## config.mk

```make
export PLATFORM = sky130hd
export DESIGN_NAME = parameterized_onehot_decoder_flat
export DESIGN_NICKNAME = d
export VERILOG_FILES = /design/src/rtl/parameterized_onehot_decoder_if.sv /design/src/rtl/parameterized_onehot_decoder.sv /design/src/flat_wrapper.sv
export SDC_FILE = /design/constraint.sdc
export NUM_CORES = 1
export LEC_CHECK = 0
export CAP_MARGIN = 15
export CORE_MARGIN = 3
export CORE_UTILIZATION = 45
export CTS_BUF_LIST = sky130_fd_sc_hd__clkbuf_16
export DETAILED_ROUTE_END_ITERATION = 10
export HOLD_SLACK_MARGIN = 0.05
export PLACE_DENSITY = 0.67
export SYNTH_ARGS = -nofsm -noshare
export SYNTH_HDL_FRONTEND = slang
export SYNTH_SLANG_ARGS = --single-unit
```

## constraint.sdc

```tcl
create_clock -name clk -period 10.8 [get_ports clk]
set_clock_uncertainty 0.15 [all_clocks]
set_input_delay 3.24 -clock clk [delete_from_list [all_inputs] [get_ports clk]]
set_output_delay 3.24 -clock clk [all_outputs]
set_load 0.1 [all_outputs]
```

## src/rtl/parameterized_onehot_decoder_if.sv

```systemverilog
// Purpose: bundles the sampled ring-counter signals and the decoder's status outputs.
// Latency: n/a (wiring only).
// Backpressure: none; the decoder accepts a sample every cycle.
interface parameterized_onehot_decoder_if #(
  parameter int WIDTH = 8,
  parameter int IDX_W = $clog2(WIDTH),
  parameter int ERR_W = 8
);
  logic             enable;
  logic [WIDTH-1:0] onehot_in;
  logic             err_clr;
  logic [IDX_W-1:0] index;
  logic             index_valid;
  logic             illegal;
  logic             seq_err;
  logic             locked;
  logic [ERR_W-1:0] err_count;

  // Source side: the ring counter plus whoever clears the error count.
  modport master (
    output enable, onehot_in, err_clr,
    input  index, index_valid, illegal, seq_err, locked, err_count
  );

  // Decoder side.
  modport slave (
    input  enable, onehot_in, err_clr,
    output index, index_valid, illegal, seq_err, locked, err_count
  );
endinterface

```

## src/rtl/parameterized_onehot_decoder.sv

```systemverilog
// Purpose: decodes a one-hot ring count to a binary index, flags illegal codes and sequence slips, tracks lock.
// Latency: 2 edges from onehot_in to index/flags/locked/err_count.
// Backpressure: none; a new sample is taken every cycle.
module parameterized_onehot_decoder #(
  parameter int WIDTH      = 8,
  parameter int IDX_W      = $clog2(WIDTH),
  parameter int LOCK_COUNT = 2,
  parameter int ERR_W      = 8
) (
  input  logic                            clk,
  input  logic                            rst_n,
  parameterized_onehot_decoder_if.slave   bus
);

  localparam int         CNT_W    = $clog2(WIDTH + 1);
  localparam logic [3:0] LOCK_TGT = 4'(LOCK_COUNT);
  localparam logic [IDX_W-1:0] LAST_IDX = IDX_W'(WIDTH - 1);

  typedef enum logic {SEARCH = 1'b0, LOCKED = 1'b1} state_t;

  // Stage 1 registers
  logic [WIDTH-1:0] in_q;
  logic             en_q;
  logic             in_vld;   // low until the first post-reset sample reaches stage 1

  // Stage 2 / checker state
  state_t           state;
  logic [3:0]       match_cnt;
  logic [IDX_W-1:0] prev_idx;
  logic             prev_en;
  logic             has_ref;
  logic [IDX_W-1:0] index_r;
  logic             index_valid_r;
  logic             illegal_r;
  logic             seq_err_r;
  logic             locked_r;
  logic [ERR_W-1:0] err_count_r;

  // Combinational decode of the stage-1 sample
  logic [CNT_W-1:0] ones_cnt;
  logic [IDX_W-1:0] dec_idx;
  logic             legal;
  logic [IDX_W-1:0] exp_idx;
  logic             mismatch;
  logic [3:0]       cnt_next;
  logic             err_event;

  // Capture the counter output and its enable unconditionally every cycle.
  always_ff @(posedge clk or negedge rst_n) begin
    if (!rst_n) begin
      in_q   <= '0;
      en_q   <= 1'b0;
      in_vld <= 1'b0;
    end else begin
      in_q   <= bus.onehot_in;
      en_q   <= bus.enable;
      in_vld <= 1'b1;
    end
  end

  // Popcount and set-bit position of the captured sample.
  always_comb begin
    ones_cnt = '0;
    dec_idx  = '0;
    for (int i = 0; i < WIDTH; i++) begin
      if (in_q[i]) begin
        ones_cnt = ones_cnt + CNT_W'(1);
        dec_idx  = IDX_W'(i);
      end
    end
  end

  assign legal = (ones_cnt == CNT_W'(1));

  // Expected position wraps explicitly so non-power-of-two widths work.
  assign exp_idx  = (prev_en && (prev_idx == LAST_IDX)) ? '0 : prev_idx + IDX_W'(prev_en);
  assign mismatch = legal && has_ref && (dec_idx != exp_idx);

  // Next good-sample run length: restart on any break, extend on a clean match.
  always_comb begin
    cnt_next = '0;
    if (!legal) begin
      cnt_next = '0;
    end else if (!has_ref || mismatch) begin
      cnt_next = 4'd1;
    end else if (match_cnt != 4'hF) begin
      cnt_next = match_cnt + 4'd1;
    end else begin
      cnt_next = match_cnt;
    end
  end

  assign err_event = in_vld && (!legal || mismatch);

  // Stage 2 outputs, sequence reference and lock state machine.
  always_ff @(posedge clk or negedge rst_n) begin
    if (!rst_n) begin
      state         <= SEARCH;
      match_cnt     <= '0;
      prev_idx      <= '0;
      prev_en       <= 1'b0;
      has_ref       <= 1'b0;
      index_r       <= '0;
      index_valid_r <= 1'b0;
      illegal_r     <= 1'b0;
      seq_err_r     <= 1'b0;
      locked_r      <= 1'b0;
    end else if (in_vld) begin
      index_valid_r <= legal;
      illegal_r     <= !legal;
      seq_err_r     <= mismatch;
      has_ref       <= legal;
      if (legal) begin
        index_r  <= dec_idx;
        prev_idx <= dec_idx;
        prev_en  <= en_q;
      end
      case (state)
        SEARCH: begin
          match_cnt <= cnt_next;
          if (cnt_next >= LOCK_TGT) begin
            state    <= LOCKED;
            locked_r <= 1'b1;
          end
        end
        LOCKED: begin
          if (!legal || mismatch) begin
            state     <= SEARCH;
            locked_r  <= 1'b0;
            match_cnt <= cnt_next;
          end
        end
        default: begin
          state    <= SEARCH;
          locked_r <= 1'b0;
        end
      endcase
    end else begin
      illegal_r <= 1'b0;
      seq_err_r <= 1'b0;
    end
  end

  // Saturating error counter; a clear wins over a same-cycle error.
  always_ff @(posedge clk or negedge rst_n) begin
    if (!rst_n) begin
      err_count_r <= '0;
    end else if (bus.err_clr) begin
      err_count_r <= '0;
    end else if (err_event && (err_count_r != '1)) begin
      err_count_r <= err_count_r + ERR_W'(1);
    end
  end

  assign bus.index       = index_r;
  assign bus.index_valid = index_valid_r;
  assign bus.illegal     = illegal_r;
  assign bus.seq_err     = seq_err_r;
  assign bus.locked      = locked_r;
  assign bus.err_count   = err_count_r;

endmodule

```

## src/flat_wrapper.sv

```systemverilog
// flat-port wrapper written by rule: the top's interface ports become plain ports
module parameterized_onehot_decoder_flat 
#(
  parameter int WIDTH      = 8,
  parameter int IDX_W      = $clog2(WIDTH),
  parameter int LOCK_COUNT = 2,
  parameter int ERR_W      = 8
)
  (clk, rst_n, bus_enable, bus_onehot_in, bus_err_clr, bus_index, bus_index_valid, bus_illegal, bus_seq_err, bus_locked, bus_err_count);
  parameterized_onehot_decoder_if #(.WIDTH(WIDTH), .IDX_W(IDX_W), .ERR_W(ERR_W)) bus_i ();
  input  logic clk;
  input  logic rst_n;
  input wire logic [$bits(bus_i.enable)-1:0] bus_enable;
  input wire logic [$bits(bus_i.onehot_in)-1:0] bus_onehot_in;
  input wire logic [$bits(bus_i.err_clr)-1:0] bus_err_clr;
  output wire logic [$bits(bus_i.index)-1:0] bus_index;
  output wire logic [$bits(bus_i.index_valid)-1:0] bus_index_valid;
  output wire logic [$bits(bus_i.illegal)-1:0] bus_illegal;
  output wire logic [$bits(bus_i.seq_err)-1:0] bus_seq_err;
  output wire logic [$bits(bus_i.locked)-1:0] bus_locked;
  output wire logic [$bits(bus_i.err_count)-1:0] bus_err_count;
  assign bus_i.enable = bus_enable;
  assign bus_i.onehot_in = bus_onehot_in;
  assign bus_i.err_clr = bus_err_clr;
  assign bus_index = bus_i.index;
  assign bus_index_valid = bus_i.index_valid;
  assign bus_illegal = bus_i.illegal;
  assign bus_seq_err = bus_i.seq_err;
  assign bus_locked = bus_i.locked;
  assign bus_err_count = bus_i.err_count;
  parameterized_onehot_decoder #(.WIDTH(WIDTH), .IDX_W(IDX_W), .LOCK_COUNT(LOCK_COUNT), .ERR_W(ERR_W)) u_core (.clk(clk), .rst_n(rst_n), .bus(bus_i));
endmodule
```

# == Word-level counts from Yosys, hierarchy flattened ==
# Index checks and enable logic that the tools add are counted.
# op_classes
add_sub_neg,10
n_lt_le_gt_ge,1
eq_ne,7
mux,31
bitwise,1
n_reduce_logical,13
# ops
cell,n
$mux W4,11
$add A4 B1 Y4 const B,7
$mux W8,2
$mux W3,5
$add A8 B1 Y8 const B,1
$mux W1,8
$ne A8 B8 Y1 const B,1
$pmux W4 S2,1
$logic_and A1 B1 Y1,5
$eq A4 B1 Y1 const B,1
$ge A4 B2 Y1 const B,1
$mux W2,2
$ne A4 B4 Y1 const B,1
$pmux W1 S2,2
$reduce_and A2 Y1,2
$add A3 B1 Y3,1
$eq A3 B3 Y1 const B,1
$ne A3 B3 Y1,1
$reduce_and A3 Y1,1
$add A1 B1 Y2 const B,1
$logic_not A1 Y1,2
$logic_or A1 B1 Y1,2
$ne A2 B1 Y1 const B,1
$ne A2 B2 Y1 const B,1
other kinds (2),2
# word_totals
regBits,31
inputBits,12
out_inout_bits,15
word_cells,75

# == Logic depth before layout (Yosys ltp) ==
# Gate-level depths: netlist (run 1).
# logic_depth
depth_word,24
ltp_mapped,23
ltp_nobuf,23

# == Worst setup path before layout (run 1) ==
# OpenSTA, ideal clock, no wires.
# synth_path
path_type,register to register
start,register u_core.in_q[0]
end,register u_core.match_cnt[3]
setup_ps,121
t_arrival_ps,4610
required_ps,10529
path_slack_ps,5918
stages_incl_launch_ff,23
n_path_buf,0
period_less_slack_ps,4882
cell_sequence,dfrtp_1 inv_1 ha_1 xor2_1 ha_1 nand2_1 o31ai_1 ha_1 nor2b_1 nor2_1 ha_1 a22o_1 ha_1 mux2_2 ha_1 xor2_1 xnor3_1 nand4b_1 a32oi_2 nand3_1 o31ai_4 nor2b_1 o22a_1
# synth_via
elab_chain_len,23
word_cells_on_any_way,27
cone_classes,add/sub: 7; eq/ne: 2; mux: 12; reduce/logical: 6
# synth_rtl
item,line,text
from (decl),parameterized_onehot_decoder.sv:22,logic [WIDTH-1:0] in_q;
from (signal assigned),parameterized_onehot_decoder.sv:55,in_q <= bus.onehot_in;
$mux W1 (*),parameterized_onehot_decoder.sv:66,if (in_q[i]) begin
$add A1 B1 Y2,parameterized_onehot_decoder.sv:67,ones_cnt = ones_cnt + CNT_W'(1);
$mux W4 (*),parameterized_onehot_decoder.sv:66,
$add A4 B1 Y4,parameterized_onehot_decoder.sv:67,
$mux W4 (*),parameterized_onehot_decoder.sv:66,
$add A4 B1 Y4,parameterized_onehot_decoder.sv:67,
$mux W4 (*),parameterized_onehot_decoder.sv:66,
$add A4 B1 Y4,parameterized_onehot_decoder.sv:67,
[6 not listed],--,
$mux W4 (*),parameterized_onehot_decoder.sv:66,
$eq A4 B1 Y1 (*),parameterized_onehot_decoder.sv:73,assign legal = (ones_cnt == CNT_W'(1));
$logic_and A1 B1 Y1 (2 in series),parameterized_onehot_decoder.sv:77,assign mismatch = legal && has_ref && (dec_idx != exp_idx);
$logic_or A1 B1 Y1,parameterized_onehot_decoder.sv:84,end else if (!has_ref || mismatch) begin
$mux W4,parameterized_onehot_decoder.sv:84,
$mux W4,parameterized_onehot_decoder.sv:82,if (!legal) begin
$mux W4,parameterized_onehot_decoder.sv:127,if (!legal || mismatch) begin
$pmux W4 S2,parameterized_onehot_decoder.sv:118,case (state)
to (signal assigned),parameterized_onehot_decoder.sv:120,match_cnt <= cnt_next;
to (signal assigned),parameterized_onehot_decoder.sv:130,match_cnt <= cnt_next;
to (decl),parameterized_onehot_decoder.sv:28,logic [3:0] match_cnt;
# Mark *: on every way between the ends. The rest lies on a longest branch, timed or not. The select of a mux whose other input is x is not followed.
# A chain may end at the register's enable or synchronous reset.

# == Worst setup path after layout (run 1) ==
# layout_path
start,register u_core.in_q[1]
end,register u_core.match_cnt[3]
# layout_via
elab_chain_len,21
word_cells_on_any_way,33
cone_classes,add/sub: 6; eq/ne: 3; mux: 18; reduce/logical: 6
# layout_rtl
item,line
$mux W4,parameterized_onehot_decoder.sv:66
$add A4 B1 Y4,parameterized_onehot_decoder.sv:67
$mux W4,parameterized_onehot_decoder.sv:66
$add A4 B1 Y4,parameterized_onehot_decoder.sv:67
$mux W4,parameterized_onehot_decoder.sv:66
$add A4 B1 Y4,parameterized_onehot_decoder.sv:67
$mux W4,parameterized_onehot_decoder.sv:66
$add A4 B1 Y4,parameterized_onehot_decoder.sv:67
[4 not listed],--
$mux W4,parameterized_onehot_decoder.sv:66
$eq A4 B1 Y1,parameterized_onehot_decoder.sv:73
$logic_and A1 B1 Y1 (2 in series),parameterized_onehot_decoder.sv:77
$logic_or A1 B1 Y1,parameterized_onehot_decoder.sv:84
$mux W4,parameterized_onehot_decoder.sv:84
$mux W4,parameterized_onehot_decoder.sv:82
$mux W4,parameterized_onehot_decoder.sv:127
$pmux W4 S2,parameterized_onehot_decoder.sv:118
# Several ways; a longest one is shown, not always the timed one. The select of a mux whose other input is x is not followed.

==> results of run 1 <==
==> state kept, by name (all words and copies together), names as in the netlist, 3 cells and up <==
| name | count |
|---|---|
| u_core.prev_idx | 3 |
| u_core.in_q | 8 |
| u_core.match_cnt | 4 |
| u_core.bus.err_count | 8 |
==> through the flow <==
step / area (sq um) / instances / setup WS (ps) / utilization (%)
2_1_floorplan: 2050 / 211 / 5920 / -
3_3_place_gp: 2350 / 281 / 5670 / 56.0
3_5_place_dp: 2350 / 281 / 5550 / 56.0
4_1_cts: 2550 / 289 / 5530 / 60.6
5_1_grt: 2550 / 289 / 5140 / 60.6
6_report: 2550 / 289 / 5520 / 60.6
==> cell families (layout without fill, tap and decap cells) <==
| family | after synthesis | count (layout) | share of synthesized area, % |
|---|---|---|---|
| compound gates | 59 | 59 | 21.2 |
| fa+ha+maj | 11 | 11 | 6.70 |
| simple gates | 67 | 67 | 16.8 |
| buf+inv | 20 | 48 | 3.84 |
| flops | 31 | 31 | 37.8 |
| xor+xnor | 18 | 18 | 11.4 |
| other cells | 1 | 1 | 0.183 |
| mux | 4 | 4 | 2.13 |
==> synth_stat cells (4+ instances only) <==
cell type	number	area (sq um)
and3_1	5	31.3
a31oi_1	6	37.5
o31ai_1	4	30.0
ha_1	11	138
nand2_1	13	48.8
o21ai_0	10	50.1
dfrtp_1	31	776
xnor2_1	6	52.6
nor2_1	18	67.6
a21oi_1	16	80.1
xor2_1	6	52.6
inv_1	13	48.8
nand3_1	7	35.0
==> critical path: stages, from the launching register on <==
cell,delay (ps)
dfrtp_1,360
inv_1,50
ha_1,330
xor2_1,180
ha_1,350
nand2_1,70
o31ai_1,100
ha_1,300
nor2b_1,150
nor2_1,60
ha_1,260
a22o_1,290
ha_1,300
mux2_2,270
ha_1,190
xor2_1,160
xnor3_1,250
nand4b_1,130
a32oi_2,380
nand3_1,230
o31ai_4,320
nor2b_1,80
o22a_1,180
==> cells in the final DEF, fill, tap and decap left out, types with 7 or more instances in the layout <==
cell,count
a21oi_1,16
clkdlybuf4s50_1,26
dfrtp_1,31
ha_1,11
inv_1,13
nand2_1,13
nand3_1,7
nor2_1,18
o21ai_0,10
==> path summary, 6_finish.rpt <==
path | start | end | slack (ps) | cells after the start
worst max register to register | u_core.in_q[1] | u_core.match_cnt[3] | 5520 | 22
min in group asynchronous | rst_n | u_core.in_q[3] | 3210 | 2
worst max-delay path | u_core.in_q[1] | u_core.match_cnt[3] | 5520 | 22
worst min-delay path | u_core.en_q | u_core.prev_en | 320 | 1
max in group asynchronous | rst_n | u_core.bus.err_count[7] | 7020 | 2
worst min register to register | u_core.en_q | u_core.prev_en | 320 | 1
==> metal layers <==
metal	track usage (%)	routed length, um	up-vias
met4	5.84	49	0
met3	3.97	185	5
met2	21.2	1600	34
met5	0	0	-
li1	-	-	819
met1	24.5	2040	732
==> final cells by class <==
class                      count  area share (%)
multi-input combinational    160            47.1
clock inverter                 3            2.65
clock buffer                   5            4.91
sequential                    31            30.5
timing repair buffer          27            10.5
inverter                      13            1.92
tap                           50            2.46
==> power by group <==
group	leakage [nW]	switching, mW	internal, mW
combinational	0.631	0.166	0.0887
clock	0.0900	0.0495	0.132
sequential	0.394	0.0186	0.132
==> metrics.md, run 1 <==
| Metric | Value |
|---|---|
| Worst Setup Start Kind | register |
| CTS Sinks | 31 |
| Post-route setup TNS | 0 ps |
| Maximum clock insertion buffer count | 2 |
| Reg clk slew, reported paths | about 50 ps |
| GRT Residual Overflow | 0 |
| Pleak | between 1 and 1.5 nW |
| Final-report hold violation count | 0 |
| Rows | 23 |
| Root buf cell | clkbuf_16 |
| Antenna viol nets, final | 0 |
| Primary FF master, synth | dfrtp_1 |
| Final wirelength | between 3000 and 4000 um |
| DPL Wire Length | about 2900 um |
| Buffers on Ports | 26 |
| DRT iter0 DRCs | just under 100 |
| CP Class | reg -> reg |
| Post-Syn Area per Cell | between 9 and 10 sq um |
| Largest net degree at the start of global routing | 32 |
| Crit end category | register |
| Die Y | roughly 74 um |
| Worst EP arrival | between 5000 and 6000 ps |
| Via count | about 1600 |
| Worst-Skew Late Latency | 270 ps |
| Final Cycle Share | 48.9% |
| Setup bufs post-CTS | 0 |
| Initial core utilization | roughly 50% |
| Post-synth EDFFs | 0 |
| Required time worst endpoint | ~11000 ps |
| Post-layout min period | around 5300 ps |
| Multi-input gate area | 1200 sq um |
| Global-route wire length before repair | just under 7000 um |
| WL/cell | approximately 13 um |
| RSZ-0062 raised after global routing | no |
| All-Layer GR Usage | around 16% |
| Resized cells post-CTS | 0 |
| Hold Path Class | reg -> reg |
| Core area | 4200 sq um |
| Ratio of cells with drive above 1 in the final layout | a little over a tenth |
| Number of global-route vias before repair | ~1500 |
| Syn. warnings | 0 |
| DR pass1 iterations | 4 |
| Nets | between 200 and 300 |
| Slew Viols, Final | 0 |
| Max_cap viols | 0 |
| Final setup viols | 0 |
| Mapped Area | ~2100 sq um |
| CTS tree | done |
| Ys async rst share | 100% |
| Cells after synthesis | 211 |
| PwrDens | roughly 230 nW/um^2 |
| Die Wd | approximately 74 um |
| Post-synthesis cell type count | 54 |
| Slew @ Worst Pin | approximately 970 ps |
| Seq/Total Area, Yosys | a little under two fifths |
| VDD IR max | roughly 0.19 mV |
| Diode count | 0 |
| Outcome | completed |
| Io pins | 27 |
| Power Total | about 0.59 mW |
| Htree depth | 2 |
| Cts bufs inserted | 5 |
| Final hold slack | 324 ps |
| Worst relative slew slack | 34.8% |
| F_max | 189 MHz |
| Fill count | about 350 |
| Routability-driven placement congestion ratio | approximately 0.8 |
| Die ar. | ~5400 sq um |
| Via-per-instance ratio | ~5.5 |
| Crit Path Max Fanout | 5 |
| Post-Syn Nets | around 230 |
| Cts hold-fix bufs | 0 |
| Drc violations | 0 |
| Synth-to-layout area growth | 24.0% |
| Reg area | ~780 sq um |
| Initial antenna violation count | 0 |
| Synthesized flop and latch total | 31 |
Note: power is estimated with default switching activity, not from simulation.
==> run 2: changes to the inputs <==
--- a/config.mk
+++ b/config.mk
@@ -11,7 +11,7 @@
 export CTS_BUF_LIST = sky130_fd_sc_hd__clkbuf_16
 export DETAILED_ROUTE_END_ITERATION = 10
 export HOLD_SLACK_MARGIN = 0.05
-export PLACE_DENSITY = 0.67
+export PLACE_DENSITY = 0.7
 export SYNTH_ARGS = -nofsm -noshare
 export SYNTH_HDL_FRONTEND = slang
 export SYNTH_SLANG_ARGS = --single-unit
==> constraint.sdc (replaced) <==
create_clock -name clk -period 4.3 [get_ports clk]
set_clock_uncertainty 0.15 [all_clocks]
set_input_delay 1.29 -clock clk [delete_from_list [all_inputs] [get_ports clk]]
set_output_delay 1.29 -clock clk [all_outputs]
set_load 0.1 [all_outputs]
==> run 2 against run 1 <==
The run now ends with negative setup slack left. First-iteration DRC count rose by 6.1%. Non-clock buffer count rose by 24. Global-route usage is 3.5 points higher. Highest routed layer unchanged. Sequential cell count unchanged. Critical path depth unchanged. Maximum frequency grew 11%. Setup slack worse by 6000 ps. Sequential power grew to 2.5 times the previous value.
==> metrics.md, run 2 (synthesized netlist as in run 1, its figures left out) <==
| Metric | Value |
|---|---|
| DPL Wire Length | roughly 3300 um |
| R2r startpoint | u_core.in_q[0] |
| Violated checks | negative setup slack |
| GRT Residual Overflow | 0 |
| Via-per-instance ratio | approximately 5.6 |
| Final hold slack | between 300 and 400 ps |
| Worst setup startpoint | u_core.in_q[0] |
| Outcome | complete, but fails checks |
| Final setup margin | -472 ps |
| CP Class | reg -> reg |
| Post-layout min period | between 4000 and 5000 ps |
| Slowest stage delay, CP | slightly below 400 ps |
| Crit Path Max Fanout | 7 |
| PwrDens | between 500 and 600 nW/um^2 |
| Pleak | around 1.2 nW |
| Cts hold-fix bufs | 0 |
| Crit end category | register |
| Htree depth | 2 |
| Final wirelength | between 4000 and 5000 um |
| Required time worst endpoint | roughly 4400 ps |
| Diode count | 0 |
| Commonest non-fill, non-tap cells in the layout | dfrtp_1, clkdlybuf4s50_1, buf_4 |
| Critical Path End | u_core.bus.err_count[6] |
| DR pass1 iterations | 4 |
| Worst relative slew slack | 34.8% |
| Largest net degree at the start of global routing | 32 |
| Initial antenna violation count | 0 |
| CTS tree | done |
| RSZ-0062 raised after global routing | yes |
| CTS Sinks | 31 |
| Die Wd | around 74 um |
| R2R cell count | 22 |
| Cell area after layout | 2890 sq um |
| Core area | ~4200 sq um |
| Most common cell after layout, fill and taps aside | dfrtp_1 |
| Slew @ Worst Pin | a little under 1000 ps |
| F_max | 210 MHz |
| Die Y | approximately 74 um |
| Terminus of the critical flop-to-flop path | u_core.bus.err_count[6] |
| Via count | ~1800 |
| Ratio of cells with drive above 1 in the final layout | around 29% |
| Max_cap viols | 0 |
| Hold Path Class | reg -> reg |
| Post-route setup TNS | -8080 ps |
| Nets | 286 |
| Synth-to-layout area growth | 40.4% |
| Pre-CTS WS | -654 ps |
| Final-report hold violation count | 0 |
| Root buf cell | clkbuf_16 |
| Fill count | about 320 |
| WL/cell | 15.2 um |
| Antenna viol nets, final | 0 |
| Global-route wire length before repair | between 8000 and 9000 um |
| Die ar. | 5410 sq um |
| Number of global-route vias before repair | ~1800 |
| Reg clk slew, reported paths | approximately 60 ps |
| FF-to-FF setup slack | -470 ps |
| Slew Viols, Final | 0 |
| Io pins | 27 |
| Post-Place Cell Area | between 2000 and 3000 sq um |
| Buffers on Ports | 26 |
| Rows | 23 |
| Most frequent CP cell | ha_4 |
| DRT iter0 DRCs | approximately 100 |
| Worst-Skew Late Latency | between 200 and 300 ps |
| All-Layer GR Usage | about a fifth |
| Worst Setup Start Kind | register |
| Final setup viols | 21 |
| Drc violations | 0 |
| Initial core utilization | between 40% and 50% |
| Cts bufs inserted | 5 |
| Final Cycle Share | 111% |
| Worst EP arrival | about 4800 ps |
| Critical path, cell by cell | inv_2 > ha_4 > xor2_1 > ha_1 > nand2_2 > o31ai_4 > ha_4 > nor2b_4 > nor2_2 > ha_1 > a22o_4 > ha_4 > mux2_2 > ha_2 > xor2_1 > xnor3_2 > nand4b_1 > a32oi_4 > o2111ai_4 > and3_4 > nor3b_2 > a21o_1 |
| VDD IR max | about 0.4 mV |
| Maximum clock insertion buffer count | 2 |
| Routability-driven placement congestion ratio | about 0.82 |
| Slowest CP cell | dfrtp_1 |
## run 2: changes by cell type in the layout (fill, tap and decap cells not counted), moves of 3 or more
| cell | previous run | this run |
|---|---|---|
| a21oi_1 | 16 | 13 |
| a21oi_2 | 0 | 3 |
| buf_4 | 1 | 25 |
| ha_1 | 11 | 6 |
| ha_4 | 0 | 3 |
| inv_1 | 13 | 10 |
| inv_2 | 0 | 3 |
| nor2_1 | 18 | 15 |
| o21ai_0 | 10 | 7 |
| o21ai_1 | 0 | 3 |
## run 2: metal layers
layer  GRT usage, %  wire (um)  vias to the layer above
li1               -          -                      871
met1           26.6       2290                      846
met2           30.2       2230                       34
met3           4.92        175                       10
met4           6.04         77                        0
met5              0          0                        -
## run 2: worst min-delay path by stage
stage,from,end,slack (ps),cells after the start
2_1_floorplan,u_core.en_q,u_core.prev_en,310,1
3_3_place_gp,u_core.en_q,u_core.prev_en,320,1
3_5_place_dp,u_core.en_q,u_core.prev_en,320,1
4_1_cts,u_core.en_q,u_core.prev_en,330,1
5_1_grt,u_core.en_q,u_core.prev_en,350,1
6_report,u_core.en_q,u_core.prev_en,330,1
## run 2: where the power goes
part / switching, mW / leakage, nW / internal [mW] / total [mW]
Combinational: 0.486 / 0.763 / 0.311 / 0.797
Sequential: 0.0458 / 0.394 / 0.332 / 0.378
Clock: 0.128 / 0.0838 / 0.273 / 0.400
## run 2: layout make-up
type,count,area [sq um],area share [%]
inverter,13,48.8,1.69
timing repair buffer,51,448,15.5
clock buffer,5,125,4.34
multi-input combinational,161,1380,47.9
tap,50,62.6,2.17
sequential,31,776,26.9
clock inverter,3,43.8,1.52
## run 2: repair_timing
action	CTS	global route
setup buffers	7	1
pin swaps	12	4
endpoints found under the setup margin	21	21
gates resized for setup	9	11
gates cloned	1	0
## run 2: critical path, delay by kind of cell (launching register included)
kind / cells / cell delay (ps)
buf+inv: 1 / 70
simple gates: 6 / 810
flops: 1 / 390
fa+ha+maj: 6 / 1430
mux: 1 / 260
xor+xnor: 3 / 580
compound gates: 5 / 1020
## run 2: stage by stage
step,power [mW],utilization [%],instances
finish,1.58,68.7,314
global route,1.66,68.7,314
CTS,1.55,67.1,313
detailed placement,1.10,60.8,297
global placement,1.09,60.8,297
floorplan,0.921,-,211
